<file path="src/rtl/pc_sequencer_pkg.sv">
// Shared definitions for the PC sequencer: mode encodings and the default reset PC.
package pc_sequencer_pkg;

    typedef enum logic [2:0] {
        MODE_SEQ  = 3'd0,
        MODE_BR   = 3'd1,
        MODE_J    = 3'd2,
        MODE_JAL  = 3'd3,
        MODE_JR   = 3'd4,
        MODE_JALR = 3'd5
    } mode_e;

    localparam logic [31:0] DEFAULT_RESET_PC = 32'h0000_3000;

endpackage

</file>
<file path="src/rtl/pc_sequencer_ras.sv">
// Circular return-address stack: a push when full overwrites the oldest entry.
module ras_stack #(
    parameter int ADDR_W    = 32,
    parameter int RAS_DEPTH = 8,
    parameter int PTR_W     = $clog2(RAS_DEPTH),
    parameter int CNT_W     = PTR_W + 1
) (
    input  logic              clk,
    input  logic              reset_n,
    input  logic              push,
    input  logic              pop,
    input  logic [ADDR_W-1:0] push_data,
    output logic [ADDR_W-1:0] top,
    output logic [CNT_W-1:0]  count,
    output logic              ovf
);

    logic [ADDR_W-1:0] mem [RAS_DEPTH];
    logic [PTR_W-1:0]  ptr;
    logic              full;
    logic              empty;

    assign full  = (count == CNT_W'(RAS_DEPTH));
    assign empty = (count == '0);
    // ptr is the next write slot, so the newest entry sits one below it
    assign top   = empty ? '0 : mem[ptr - PTR_W'(1)];

    always_ff @(posedge clk) begin
        if (push) begin
            mem[ptr] <= push_data;
        end
    end

    always_ff @(posedge clk) begin
        if (!reset_n) begin
            ptr   <= '0;
            count <= '0;
            ovf   <= 1'b0;
        end else if (push) begin
            ptr <= ptr + PTR_W'(1);
            if (full) begin
                ovf <= 1'b1;
            end else begin
                count <= count + CNT_W'(1);
            end
        end else if (pop && !empty) begin
            ptr   <= ptr - PTR_W'(1);
            count <= count - CNT_W'(1);
        end
    end

endmodule

</file>
<file path="src/rtl/pc_sequencer.sv">
// Program-counter sequencer: next-PC selection, PC register and RAS-based return checking.
module pc_sequencer
    import pc_sequencer_pkg::*;
#(
    parameter int          ADDR_W    = 32,
    parameter int          JIMM_W    = 26,
    parameter logic [31:0] RESET_PC  = DEFAULT_RESET_PC,
    parameter int          RAS_DEPTH = 8
) (
    input  logic              clk,
    input  logic              reset_n,
    input  logic              en,
    input  logic [2:0]        mode,
    input  logic              br_taken,
    input  logic [JIMM_W-1:0] imm,
    input  logic [ADDR_W-1:0] rs_val,
    output logic [ADDR_W-1:0] pc,
    output logic [ADDR_W-1:0] link,
    output logic [ADDR_W-1:0] ras_top,
    output logic              ras_empty,
    output logic              ras_miss,
    output logic              ras_ovf,
    output logic              misalign
);

    localparam int PTR_W = $clog2(RAS_DEPTH);
    localparam int CNT_W = PTR_W + 1;

    logic [ADDR_W-1:0] pc_plus4;
    logic [31:0]       br_off32;
    logic [ADDR_W-1:0] br_target;
    logic [ADDR_W-1:0] jump_target;
    logic [ADDR_W-1:0] next_pc;
    logic              push;
    logic              pop;
    logic [CNT_W-1:0]  ras_count;

    assign pc_plus4    = pc + ADDR_W'(4);
    assign link        = pc_plus4;
    assign br_off32    = {{14{imm[15]}}, imm[15:0], 2'b00};
    assign br_target   = pc_plus4 + br_off32[ADDR_W-1:0];
    // region bits come from pc+4 so a jump in the last slot lands in the next region
    assign jump_target = {pc_plus4[ADDR_W-1:JIMM_W+2], imm, 2'b00};

    always_comb begin
        next_pc = pc_plus4;
        push    = 1'b0;
        pop     = 1'b0;
        case (mode)
            MODE_BR:   next_pc = br_taken ? br_target : pc_plus4;
            MODE_J:    next_pc = jump_target;
            MODE_JAL: begin
                next_pc = jump_target;
                push    = en;
            end
            MODE_JR: begin
                next_pc = rs_val;
                pop     = en;
            end
            MODE_JALR: begin
                next_pc = rs_val;
                push    = en;
            end
            default:   next_pc = pc_plus4;
        endcase
    end

    ras_stack #(
        .ADDR_W    (ADDR_W),
        .RAS_DEPTH (RAS_DEPTH)
    ) u_ras (
        .clk       (clk),
        .reset_n   (reset_n),
        .push      (push),
        .pop       (pop),
        .push_data (link),
        .top       (ras_top),
        .count     (ras_count),
        .ovf       (ras_ovf)
    );

    assign ras_empty = (ras_count == '0);

    always_ff @(posedge clk) begin
        if (!reset_n) begin
            pc       <= RESET_PC[ADDR_W-1:0];
            ras_miss <= 1'b0;
            misalign <= 1'b0;
        end else begin
            ras_miss <= pop && (ras_empty || (ras_top != rs_val));
            if (en) begin
                pc <= next_pc;
                if (next_pc[1:0] != 2'b00) begin
                    misalign <= 1'b1;
                end
            end
        end
    end

endmodule

</file>
<file path="config.mk">
export PLATFORM = sky130hd
export DESIGN_NAME = pc_sequencer
export DESIGN_NICKNAME = d
export VERILOG_FILES = /design/src/rtl/pc_sequencer_pkg.sv /design/src/rtl/pc_sequencer_ras.sv /design/src/rtl/pc_sequencer.sv
export SDC_FILE = /design/constraint.sdc
export NUM_CORES = 1
export LEC_CHECK = 0
export ABC_AREA = 0
export CAP_MARGIN = 10
export CORE_MARGIN = 2
export CORE_UTILIZATION = 50
export DETAILED_ROUTE_END_ITERATION = 12
export HOLD_SLACK_MARGIN = 0.08
export PLACE_DENSITY_LB_ADDON = 0.1
export SLEW_MARGIN = 20
export SYNTH_ARGS = -nofsm -noshare
export SYNTH_HDL_FRONTEND = slang
export SYNTH_SLANG_ARGS = --single-unit
</file>
<file path="constraint.sdc">
create_clock -name clk -period 8.3 [get_ports clk]
set_clock_uncertainty 0.05 [all_clocks]
set_input_delay 1.66 -clock clk [delete_from_list [all_inputs] [get_ports clk]]
set_output_delay 1.66 -clock clk [all_outputs]
set_load 0.01 [all_outputs]
</file>
After elaboration in Yosys (flattened, before gate mapping)
Memory sizes are Yosys's and may differ from the RTL's.
Index checks and enable logic that the tools add are counted.
Storage, ports and cells
  register bits: 42
  RAM bits: 256
  output and inout bits: 100
  logic and storage cells: 46
  memories kept: 1
Cells by class
  add/sub/neg operators: 6
  equal/unequal tests: 8
  mux-type cells: 12
  reductions and logical operators: 13
Memory list
  u_ras.mem: words 8, bits a word 32, read ports 1, clocked after memory_dff 0, write ports 1, line pc_sequencer_ras.sv:18  | logic [ADDR_W-1:0] mem [RAS_DEPTH];
Operator list (count)
  $pmux 32 s3: 1
  $mux 32: 2
  $add 32x3->32 const B: 1
  $add 32x32->32: 1
  $ne 32x32->1: 1
  $mux 4: 3
  $eq 3x2->1 const B: 2
  $eq 3x3->1 const B: 2
  $mux 3: 2
  $reduce_and 2->1: 3
  $reduce_or 2->1: 3
  $add 4x1->4 const B: 1
  $eq 4x4->1 const B: 1
  $logic_not 4->1: 1
  $mux 1: 4
  $reduce_bool 2->1: 2
  $sub 4x1->4 const B: 1
  $add 3x1->3 const B: 1
  $eq 3x1->1 const B: 1
  $sub 3x1->3 const B: 1
  $logic_and 1x1->1: 2
  $ne 2x2->1 const B: 1
  $logic_not 1->1: 1
  $logic_or 1x1->1: 1

Longest topological paths before layout
  depth after elaboration: 6
  depth in mapped cells: 18
  gate-level depth less buffers: 16

Cells and area by module
From an unflattened synthesis, not the netlist that was laid out.
Second synthesis, totals
  cell total of the unflattened synthesis: 1140
  area, all modules: 14851.7 µm²
Modules (own cells, without submodules)
  ras_stack: times used 1, cells each 512, area an instance 10233.6 µm², sequential area each 7847.5 µm²
  pc_sequencer: times used 1, cells each 628, area an instance 4618.2 µm², sequential area each 680.7 µm²

Least setup slack after synthesis
OpenSTA, ideal clock, no wires.
  kind: input -> register
  start point: input mode[1]
  end point: memory u_ras.mem[2][0], enable pin
  setup time: 0.502 ns
  data arrival time: 5.825 ns
  slack: 1.923 ns
  cell stages on the path: 8
  path buffers: 3
  cells stage by stage: clkbuf_1 > nand2b_1 > buf_2 > nand2_1 > and3_1 > clkbuf_1 > inv_1 > nor4_1
Between the ends
  longest elaborated chain between the ends: 5
  elaborated cells on any way between the ends: 6
  those cells by class: 2 x eq/ne; 3 x mux; 1 x reduce/logical
RTL lines
  start: declaration: line pc_sequencer.sv:13  | input logic [2:0] mode,
  $eq 3x3->1 / $eq 3x2->1 (equally long branches): line pc_sequencer.sv:49  | case (mode)
  $reduce_or 2->1 (no line) *
  $mux 1 *: line pc_sequencer.sv:49
  $mux 1 *: line pc_sequencer_ras.sv:29  | if (push) begin
  $mux 1 (not written as such) *: line pc_sequencer_ras.sv:30  | mem[ptr] <= push_data;
  end: declaration: line pc_sequencer_ras.sv:18
Mark *: on every way between the ends. The rest lies on a longest branch, timed or not.

Worst setup path after layout
  start point: register u_ras.ptr[0]
  end point: output ras_top[10]
Between the ends
  longest elaborated chain between the ends: 3
RTL lines
  start: declaration: line pc_sequencer_ras.sv:19  | logic [PTR_W-1:0] ptr;
  start signal: assignment: line pc_sequencer_ras.sv:40  | ptr <= ptr + PTR_W'(1);
  start signal: assignment: line pc_sequencer_ras.sv:47  | ptr <= ptr - PTR_W'(1);
  $sub 3x1->3: line pc_sequencer_ras.sv:26  | assign top = empty ? '0 : mem[ptr - PTR_W'(1)];
  $mem_v2 8x32
  $mux 32: line pc_sequencer_ras.sv:26
  end: declaration: line pc_sequencer.sv:19  | output logic [ADDR_W-1:0] ras_top,
No other way between the ends.

==> impl_metrics.ini <==
[outcome]
outcome = complete, no violations

[final_layout]
fill_cells = 2289
syn_to_final_growth_pct = 22.1
num_antenna_cells = 0
final_cell_mix = edfxtp_1 (256), clkdlybuf4s50_1 (164), nand2_1 (107), a21oi_1 (105), nor2_1 (69)
nets = 1477
layout-drive-gt1-share_pct = 14.3
final_common_cell = edfxtp_1
final_util_pct = 62.3

[routing]
drt_first_pass_iters = 5
remaining_drc_errors = 0
totalWireLength_um = 46800
num_vias = 11300
wl_per_cell_um = 26.2
first_iter_violations = 1251
ant_nets = 0
via_per_inst = 6.30

[timing]
max_freq_ghz = 0.163
fin_tns_setup_ps = 0
worst_pin_slew_ps = 1080
hold_violations = 0
final-setup-viol-count = 0
fin_crit_ps = 6150
post-route-period-util_pct = 74.1
slew-limit-headroom_pct = 27.8
rsz0062_at_grt = no
drv_slew = 0

[floorplan]
fp.dieH_um = 178
coreArea_um2 = 29800
io_pins = 165
die_x_um = 178
std_cell_rows = 63
start_util_pct = 51.0
dieArea_um2 = 31800

[setup_path]
r2r-end = ras_miss$_SDFF_PN0_
endpoint = ras_top[10]
reg2reg_slack_ps = 3350
cp_max_fo = 40
rr_worst_depth = 11
cp-start-kind = flip-flop
setup.worst_path.start = u_ras.ptr[0]$_SDFFE_PN0P_
worstSetupPathType = reg2out
crit_arrival_ps = 4440
cp.required_ps = 6590
timing.rr.start = u_ras.ptr[0]$_SDFFE_PN0P_
cp-end-kind = primary output

[clocking]
clk_latency_ps = 510
clk_pin_slew_ps = 60
postCtsSetupBuffers = 0
h-tree-depth = 2
numClockSinks = 298
root_buffer = clkbuf_16
cts_hold_buf = 0
cts_tree = built
cts_buffers = 34
ctsResizeCount = 0
clockBufferDepth = 3

[yosys]
ys_seq_elements = 298
synth_edf_count = 256
ys_seq_area_share_pct = 56.1
syn_inst = 1188
syn_area_um2 = 15200
yosysWarnings = 0
synthFlopType = edfxtp_1
avgSynthCellArea_um2 = 12.8
syn_nets = 1296
async_flop_share_pct = 0
synth_cell_types = 79

[power]
ir_drop_uv = 133
p_leak_nw = 6.55
p_per_area_nw_per_um2 = 211

[placement]
gp_congestion = 0.970
numPortBuffers = 164
dp_hpwl_um = 32800

[worst_hold_path]
worstHoldStart = u_ras.ovf$_SDFFE_PN0P_
hp-class = reg2reg

[global_route]
grtUsageTotal_pct = 29.5
grt-ovfl-total = 0
antenna_found_initial = 0
grt_pass1_wl_um = 68500
grt_pass1_vias = 11000
grt_max_degree = 42

[job]
max_cap_violations = 0
[worst min path at each step]
stage,to,slack [ps],cells after the start
finish,u_ras.ovf$_SDFFE_PN0P_,450,2
detailed placement,u_ras.ovf$_SDFFE_PN0P_,440,2
CTS,u_ras.ovf$_SDFFE_PN0P_,450,2
global route,u_ras.ovf$_SDFFE_PN0P_,480,2
global placement,u_ras.ovf$_SDFFE_PN0P_,430,2
floorplan,u_ras.ovf$_SDFFE_PN0P_,420,2
[cell usage after synthesis (7+ instances only)]
master | count | area, um^2
a221o_1 | 9 | 90.1
nor2b_1 | 10 | 62.6
a221oi_1 | 11 | 96.3
buf_2 | 11 | 55.1
xnor2_1 | 42 | 368
buf_4 | 7 | 52.6
nor3_1 | 15 | 75.1
and3_1 | 15 | 93.8
a22oi_1 | 8 | 60.1
nand2_1 | 107 | 402
inv_1 | 34 | 128
o22ai_1 | 15 | 93.8
nand2b_1 | 8 | 50.1
nand4_1 | 15 | 93.8
dfxtp_1 | 42 | 841
nor4_1 | 13 | 81.3
edfxtp_1 | 256 | 7690
clkbuf_1 | 40 | 150
o221ai_1 | 8 | 70.1
a21o_1 | 24 | 180
nand3_1 | 19 | 95.1
mux2i_1 | 8 | 80.1
nor2_1 | 70 | 263
mux4_2 | 64 | 1440
xor2_1 | 41 | 359
ha_1 | 41 | 513
a21oi_1 | 105 | 526
o21ai_0 | 40 | 200
[flip-flops by register name, indices dropped and copies added (netlist names)]
name,count
misalign,1
pc,32
ras_miss,1
u_ras.count,4
u_ras.mem,256
u_ras.ovf,1
u_ras.ptr,3
[metal layers]
metal	wire [um]	vias up	part of all wire, %	track usage, %
met2	21800	594	47	46.3
met5	0	-	0	0
met1	19300	5616	41	42.0
met3	3920	96	8.4	4.26
met4	1770	0	3.8	11.3
li1	-	4948	-	-
[area by class of cell]
cell class / instances / area (um^2) / area share [%]
flip-flops and latches: 298 / 8530 / 46.0
multi-input cells: 789 / 6310 / 34.0
repair buffers: 211 / 1990 / 10.7
clock buffers: 46 / 1000 / 5.39
well taps: 390 / 488 / 2.63
inverters: 35 / 131 / 0.708
clock inverters: 16 / 105 / 0.566
[critical path: stages, from the launching register on]
cell and delay, ps:
dfxtp_4 820, inv_1 210, ha_2 880, buf_4 600
mux4_2 320, nand2_1 50, a21oi_1 390, clkdlybuf4s50_1 630
[power by group]
part	switching, mW	total, mW	leakage (nW)	internal [mW]
logic	0.433	0.761	3.36	0.328
clock network	0.575	1.45	0.542	0.876
registers	0.0402	1.70	2.65	1.66
[cell families after synthesis]
group / share of synthesized area (%)
AO/OA/AOI/OAI: 12.4
buffers and inverters: 2.91
AND/OR/NAND/NOR: 9.83
XOR/XNOR: 4.89
flip-flops: 56.1
adder cells (fa/ha/maj): 3.64
multiplexers: 10.3
[stage by stage]
stage | std cells | total power [mW] | instance area [um^2] | setup WS [ps] | hold WS (ps)
6_report | 1785 | 3.91 | 18600 | 2150 | 446
4_1_cts | 1785 | 3.92 | 18600 | 2090 | 450
3_3_place_gp | 1723 | 2.48 | 17400 | 2680 | 428
5_1_grt | 1785 | 4.04 | 18600 | 1910 | 476
3_5_place_dp | 1723 | 2.48 | 17400 | 2640 | 441
2_1_floorplan | 1188 | 2.16 | 15200 | 1920 | 420
(Power assumes the default switching activity.)
